--- config.mk ---
export PLATFORM = sky130hd
export DESIGN_NAME = sprite_compositor
export DESIGN_NICKNAME = d
export VERILOG_FILES = /design/src/rtl/video_pkg.sv /design/src/rtl/layer_priority_encoder.sv /design/src/rtl/sprite_compositor.sv
export SDC_FILE = /design/constraint.sdc
export NUM_CORES = 1
export LEC_CHECK = 0
export BUFFER_PORTS_ARGS = -buffer_cell sky130_fd_sc_hd__buf_2
export CAP_MARGIN = 20
export CORE_MARGIN = 2
export CORE_UTILIZATION = 44
export CTS_CLUSTER_SIZE = 20
export DETAILED_ROUTE_END_ITERATION = 10
export MAX_ROUTING_LAYER = met4
export PLACE_DENSITY = 0.7
export SETUP_SLACK_MARGIN = 0.3
export SYNTH_ARGS = -nofsm -noshare
export SYNTH_HDL_FRONTEND = slang
export SYNTH_HIERARCHICAL = 1
export SYNTH_SLANG_ARGS = --single-unit
--- constraint.sdc ---
create_clock -name clk_in -period 2.55 [get_ports clk_in]
set_clock_uncertainty 0.05 [all_clocks]
set_input_delay 0.255 -clock clk_in [delete_from_list [all_inputs] [get_ports clk_in]]
set_output_delay 0.255 -clock clk_in [all_outputs]
set_load 0.02 [all_outputs]
--- src/rtl/video_pkg.sv ---
// Shared video definitions for the sprite pipeline: pixel colour type,
// compositor latency and the 1280x720 timing constants used by the generators.
package video_pkg;

    typedef struct packed {
        logic [7:0] r;
        logic [7:0] g;
        logic [7:0] b;
    } rgb_t;

    localparam int COMPOSITOR_LATENCY = 2;

    localparam int H_ACTIVE = 1280;
    localparam int H_FRONT  = 110;
    localparam int H_SYNC   = 40;
    localparam int H_BACK   = 220;
    localparam int H_TOTAL  = H_ACTIVE + H_FRONT + H_SYNC + H_BACK;

    localparam int V_ACTIVE = 720;
    localparam int V_FRONT  = 5;
    localparam int V_SYNC   = 5;
    localparam int V_BACK   = 20;
    localparam int V_TOTAL  = V_ACTIVE + V_FRONT + V_SYNC + V_BACK;

endpackage

--- src/rtl/layer_priority_encoder.sv ---
// Picks the lowest-index set bit of the opaque vector; index is N when
// nothing is opaque so it doubles as the background code.
module layer_priority_encoder #(
    parameter int N  = 4,
    parameter int LW = $clog2(N) + 1
) (
    input  logic [N-1:0]  i_opaque,
    output logic          o_valid,
    output logic [LW-1:0] o_index
);

    always_comb begin
        o_valid = |i_opaque;
        o_index = LW'(N);
        for (int i = N - 1; i >= 0; i--) begin
            if (i_opaque[i]) begin
                o_index = LW'(i);
            end
        end
    end

endmodule

--- src/rtl/sprite_compositor.sv ---
// Two-stage sprite compositor: priority-merges sprite layers over a per-frame
// background, with frame-rate blinking and a per-frame collision flag.
module sprite_compositor
    import video_pkg::*;
#(
    parameter  int NUM_LAYERS   = 4,
    parameter  int BLINK_FRAMES = 30,
    localparam int LW           = $clog2(NUM_LAYERS) + 1
) (
    input  logic                    clk_in,
    input  logic                    rst_in,
    input  logic [10:0]             hcount_in,
    input  logic [9:0]              vcount_in,
    input  logic                    hsync_in,
    input  logic                    vsync_in,
    input  logic                    active_draw_in,
    input  logic                    new_frame_in,
    input  logic [24*NUM_LAYERS-1:0] layer_rgb_in,
    input  logic [NUM_LAYERS-1:0]   layer_en_in,
    input  logic [NUM_LAYERS-1:0]   blink_mask_in,
    input  logic [23:0]             bg_color_in,
    output logic [7:0]              red_out,
    output logic [7:0]              green_out,
    output logic [7:0]              blue_out,
    output logic                    hsync_out,
    output logic                    vsync_out,
    output logic                    active_draw_out,
    output logic [10:0]             hcount_out,
    output logic [9:0]              vcount_out,
    output logic [LW-1:0]           hit_layer_out,
    output logic                    collision_out
);

    localparam int CW = (BLINK_FRAMES > 1) ? $clog2(BLINK_FRAMES) : 1;

    logic [NUM_LAYERS-1:0]    r_en_q;
    logic [NUM_LAYERS-1:0]    r_blink_mask_q;
    rgb_t                     r_bg_q;
    logic [CW-1:0]            r_blink_cnt;
    logic                     r_blink_phase;
    logic [NUM_LAYERS-1:0]    w_eff_en;
    logic [NUM_LAYERS-1:0]    w_opaque;

    logic                     r1_valid;
    logic [24*NUM_LAYERS-1:0] r1_layers;
    logic [NUM_LAYERS-1:0]    r1_opaque;
    rgb_t                     r1_bg;
    logic [10:0]              r1_hcount;
    logic [9:0]               r1_vcount;
    logic                     r1_hsync;
    logic                     r1_vsync;
    logic                     r1_active;

    logic [LW-1:0]            w_pop;
    logic                     w_overlap;
    logic                     w_hit_valid;
    logic [LW-1:0]            w_hit_idx;
    rgb_t                     w_sel_rgb;
    logic [LW-1:0]            w_sel_hit;

    rgb_t                     r2_rgb;
    logic [LW-1:0]            r2_hit;
    logic [10:0]              r2_hcount;
    logic [9:0]               r2_vcount;
    logic                     r2_hsync;
    logic                     r2_vsync;
    logic                     r2_active;
    logic                     r_coll_acc;
    logic                     r_collision;

    // Frame-boundary shadows and blink counter all move on the same new_frame edge
    always_ff @(posedge clk_in or negedge rst_in) begin
        if (!rst_in) begin
            r_en_q         <= '0;
            r_blink_mask_q <= '0;
            r_bg_q         <= '0;
            r_blink_cnt    <= '0;
            r_blink_phase  <= 1'b0;
        end else if (new_frame_in) begin
            r_en_q         <= layer_en_in;
            r_blink_mask_q <= blink_mask_in;
            r_bg_q         <= rgb_t'(bg_color_in);
            if (r_blink_cnt == CW'(BLINK_FRAMES - 1)) begin
                r_blink_cnt   <= '0;
                r_blink_phase <= ~r_blink_phase;
            end else begin
                r_blink_cnt <= r_blink_cnt + CW'(1);
            end
        end
    end

    assign w_eff_en = r_en_q & ~(r_blink_mask_q & {NUM_LAYERS{r_blink_phase}});

    always_comb begin
        w_opaque = '0;
        for (int i = 0; i < NUM_LAYERS; i++) begin
            w_opaque[i] = w_eff_en[i] && (layer_rgb_in[24*i +: 24] != 24'd0);
        end
    end

    always_ff @(posedge clk_in or negedge rst_in) begin
        if (!rst_in) begin
            r1_valid  <= 1'b0;
            r1_layers <= '0;
            r1_opaque <= '0;
            r1_bg     <= '0;
            r1_hcount <= '0;
            r1_vcount <= '0;
            r1_hsync  <= 1'b0;
            r1_vsync  <= 1'b0;
            r1_active <= 1'b0;
        end else begin
            r1_valid  <= 1'b1;
            r1_layers <= layer_rgb_in;
            r1_opaque <= w_opaque;
            r1_bg     <= r_bg_q;
            r1_hcount <= hcount_in;
            r1_vcount <= vcount_in;
            r1_hsync  <= hsync_in;
            r1_vsync  <= vsync_in;
            r1_active <= active_draw_in;
        end
    end

    always_comb begin
        w_pop = '0;
        for (int i = 0; i < NUM_LAYERS; i++) begin
            w_pop = w_pop + LW'(r1_opaque[i]);
        end
    end

    assign w_overlap = r1_valid && r1_active && ({1'b0, w_pop} >= (LW+1)'(2));

    layer_priority_encoder #(
        .N  (NUM_LAYERS),
        .LW (LW)
    ) u_prio (
        .i_opaque (r1_opaque),
        .o_valid  (w_hit_valid),
        .o_index  (w_hit_idx)
    );

    always_comb begin
        w_sel_rgb = r1_bg;
        w_sel_hit = LW'(NUM_LAYERS);
        if (!(r1_valid && r1_active)) begin
            w_sel_rgb = '0;
        end else if (w_hit_valid) begin
            w_sel_hit = w_hit_idx;
            for (int i = 0; i < NUM_LAYERS; i++) begin
                if (w_hit_idx == LW'(i)) begin
                    w_sel_rgb = rgb_t'(r1_layers[24*i +: 24]);
                end
            end
        end
    end

    always_ff @(posedge clk_in or negedge rst_in) begin
        if (!rst_in) begin
            r2_rgb    <= '0;
            r2_hit    <= LW'(NUM_LAYERS);
            r2_hcount <= '0;
            r2_vcount <= '0;
            r2_hsync  <= 1'b0;
            r2_vsync  <= 1'b0;
            r2_active <= 1'b0;
        end else begin
            r2_rgb    <= w_sel_rgb;
            r2_hit    <= w_sel_hit;
            r2_hcount <= r1_hcount;
            r2_vcount <= r1_vcount;
            r2_hsync  <= r1_hsync;
            r2_vsync  <= r1_vsync;
            r2_active <= r1_active;
        end
    end

    // An overlap sitting in stage 1 on the frame edge is folded straight into the flag
    always_ff @(posedge clk_in or negedge rst_in) begin
        if (!rst_in) begin
            r_coll_acc  <= 1'b0;
            r_collision <= 1'b0;
        end else if (new_frame_in) begin
            r_collision <= r_coll_acc | w_overlap;
            r_coll_acc  <= 1'b0;
        end else if (w_overlap) begin
            r_coll_acc <= 1'b1;
        end
    end

    assign red_out         = r2_rgb.r;
    assign green_out       = r2_rgb.g;
    assign blue_out        = r2_rgb.b;
    assign hit_layer_out   = r2_hit;
    assign hcount_out      = r2_hcount;
    assign vcount_out      = r2_vcount;
    assign hsync_out       = r2_hsync;
    assign vsync_out       = r2_vsync;
    assign active_draw_out = r2_active;
    assign collision_out   = r_collision;

endmodule

==> results.toml <==
[worst_setup_path]
path_max_fanout = 18
cp_slowest_stage_delay_ns = 0.48
worstSetupPathType = "reg2reg"
cp_cell_sequence = "nor4_2 -> inv_1 -> inv_1 -> a31oi_4 -> buf_4 -> a31oi_1"
cpMostUsedCell = "inv_1"
cp.arrival_ns = 2.47
critPathCaptureType = "flip-flop"
r2r_setup_slack_ns = 0.42
crit_path_start_kind = "flip-flop"
reg2reg_from = "r1_opaque[0]"
slowest_stage = "dfrtp_1"
worst-endpoint-required_ns = 2.89
critPathLaunch = "r1_opaque[0]"

[synth]
synth.top_cell.area_share = 0.720
ys.warnings.count = 6
syn_avg_cell_area_um2 = 15.6
ys_async_sr_fraction = 1.00
synth.top_cells.by_area = "dfrtp_1, mux2_2, o221ai_2"
synth_fp_nets = 691
yosys.area.top_type = "dfrtp_1"
synth_area_um2 = 8310
synth_cell_type_count = 49
yosysSeqAreaShare = 0.723
synth_common_cells = "dfrtp_1, nand2_1, mux2_2"
synth_most_common_cell = "dfrtp_1"
synth_ff_type = "dfrtp_1"
synth_edf_count = 0
synth_seq_cells = 240
synth_cells = 533

[power]
internal_power_uw = 7270
p_comb_frac = 0.179
p_per_area_nw_per_um2 = 827
pwr-share-seq = 0.437
p_leak_uw = 0.00552
swShare = 0.272
switchingPower_uw = 2720
clkPwrFrac = 0.384
irDropWorstVdd_v = 0.000508

[cts]
clk_path_buf_depth = 3
clk_pin_slew_ns = 0.06
htreeDepth = 1
clk_latency_ns = 0.53
cts-root-buf = "clkbuf_16"
cts_tree = "yes"
cts_made_buffers = 26
cts_sinks = 240

[grt]
grt_usage = 0.238
grt_pass1_wl_um = 35000
grt_pass1_vias = 6430
antenna_found_initial = 1
grt_start_max_net_pins = 156
overflow = 0

[sta]
timing.final.crit_share = 0.835
fin_crit_ns = 2.13
rsz0062_at_grt = "false"
hold_viol_final = 0
fin_ws_ns = 0.420
tightest_slew_ns = 0.817
timing.setup.tns_ns = 0
slew_viol_final = 0
finalSetupViolations = 0
fmax_mhz = 469
hold-worst-slack_ns = 0.121
max_slew_margin = 0.455

[cells_and_area]
drive_above_1_share = 0.356
syn_to_final_growth_pct = 45.2
layout.nets = 1069
multi_input_area_um2 = 2070
fillers = 1332
final-seq-area_um2 = 6010

[hold_path]
hp-start = "new_frame_in"
hold_path_class = "in2reg"

[drt]
wl_per_cell_um = 19.7
routed-via-count = 5939
drtIter0Drc = 310
ant_nets = 0
viasPerCell = 5.10
drc_errors = 0
drt_wl_total_um = 23000
dr.pass1.iters = 4

[status]
status = "finished clean"

[floorplanning]
design.die.area_um2 = 20000
initial_core_util = 0.446
ios = 207
coreArea_um2 = 18600
fp.dieW_um = 141
die_h_um = 141
row_count = 50

[place]
portBuffers = 206
dp_hpwl_um = 14800
dp_slack_ns = 0.239
place_congestion = 0.838

[run]
drv_cap = 0
-- cells by family (layout without fill, tap and decap cells) --
kind of cell	count (synthesis)	in the layout	synth area share
flip-flops	240	240	0.723
AND/OR/NAND/NOR	107	108	0.0706
AO/OA/AOI/OAI	91	91	0.0960
multiplexers	56	56	0.0723
buffers and inverters	34	430	0.0315
adder cells (fa/ha/maj)	3	3	0.00542
other	1	2	0.000451
XOR/XNOR	1	1	0.00105
-- cells in the final DEF, fill, tap and decap left out, types with 3 or more instances in the layout --
cell,netlist,final
buf_2,12,205
a31oi_1,27,27
o211ai_1,23,23
mux2i_1,24,24
a21oi_1,5,4
buf_12,3,6
nor4_1,24,24
o221ai_2,20,20
bufinv_16,0,3
dlygate4sd3_1,0,153
nand2_1,57,57
clkbuf_8,0,5
o21ai_0,3,3
clkbuf_16,0,26
inv_1,6,6
buf_4,5,11
o221ai_1,4,4
dfrtp_1,239,239
mux2_2,32,32
and4_1,5,5
nor2_1,4,4
clkbuf_1,1,3
nand2b_1,3,3
clkinv_2,0,6
-- per-layer routing --
layer	track usage	part of all wire
met3	0.0354	0.046
met4	0.0879	0.033
met2	0.406	0.52
met1	0.289	0.40
met5	-	0
-- state kept, by name (all words and copies together), names as in the netlist, 3 cells and up --
name	count
r_bg_q	24
r1_opaque	4
r_blink_cnt	5
red_out	8
vcount_out	10
r1_vcount	10
green_out	8
hit_layer_out	3
r1_layers	96
blue_out	8
r_en_q	4
r1_hcount	11
r_blink_mask_q	4
hcount_out	11
r1_bg	24
-- stage by stage --
stage               cell area (um2)   util  total power (uW)  std cells
CTS                           12100  0.646             10000       1163
global placement               9580  0.514              5910        960
detailed placement             9580  0.514              5970        960
floorplan                      8310      -              5370        533
global route                  12100  0.648             10400       1165
finish                        12100  0.648              9990       1165
-- area by class of cell --
| cell class | instances | area share |
|---|---|---|
| well taps | 234 | 0.0243 |
| multi-input cells | 260 | 0.172 |
| repair buffers | 376 | 0.230 |
| diodes | 1 | 0.000207 |
| flip-flops and latches | 240 | 0.498 |
| inverters | 7 | 0.00238 |
| clock inverters | 13 | 0.0134 |
| clock buffers | 34 | 0.0605 |
-- critical path: cells and delay by family, from the launching register on --
family	cells	cell delay, ns
buf+inv	3	0.94
flops	1	0.48
compound gates	2	0.41
simple gates	1	0.09
-- worst paths after layout --
kind                                  to  depth (start not counted)
min                           r_coll_acc                          2
max reg2reg                  blue_out[2]                          6
min in group asynchronous  vcount_out[5]                          3
min reg2reg                hcount_out[8]                          0
max                          blue_out[2]                          6
max in group asynchronous   r1_opaque[3]                          3
-- power groups by stage --
stage | registers, uW | clock network [uW] | logic [uW]
floorplan | 4480 | 0 | 895
global placement | 4410 | 0 | 1500
detailed placement | 4430 | 0 | 1540
CTS | 4360 | 3890 | 1770
global route | 4400 | 4060 | 1940
finish | 4370 | 3830 | 1790
-- what timing repair did --
action                                  CTS  global route
resized for setup                         0             1
hold buffers                            153             0
pin swaps                                 1             0
endpoints found under the setup margin    6            23
buffers inserted                          3             0
cloned                                    0             1
hold endpoints to repair                391             0
No activity file was read; power rests on OpenSTA's default activity.
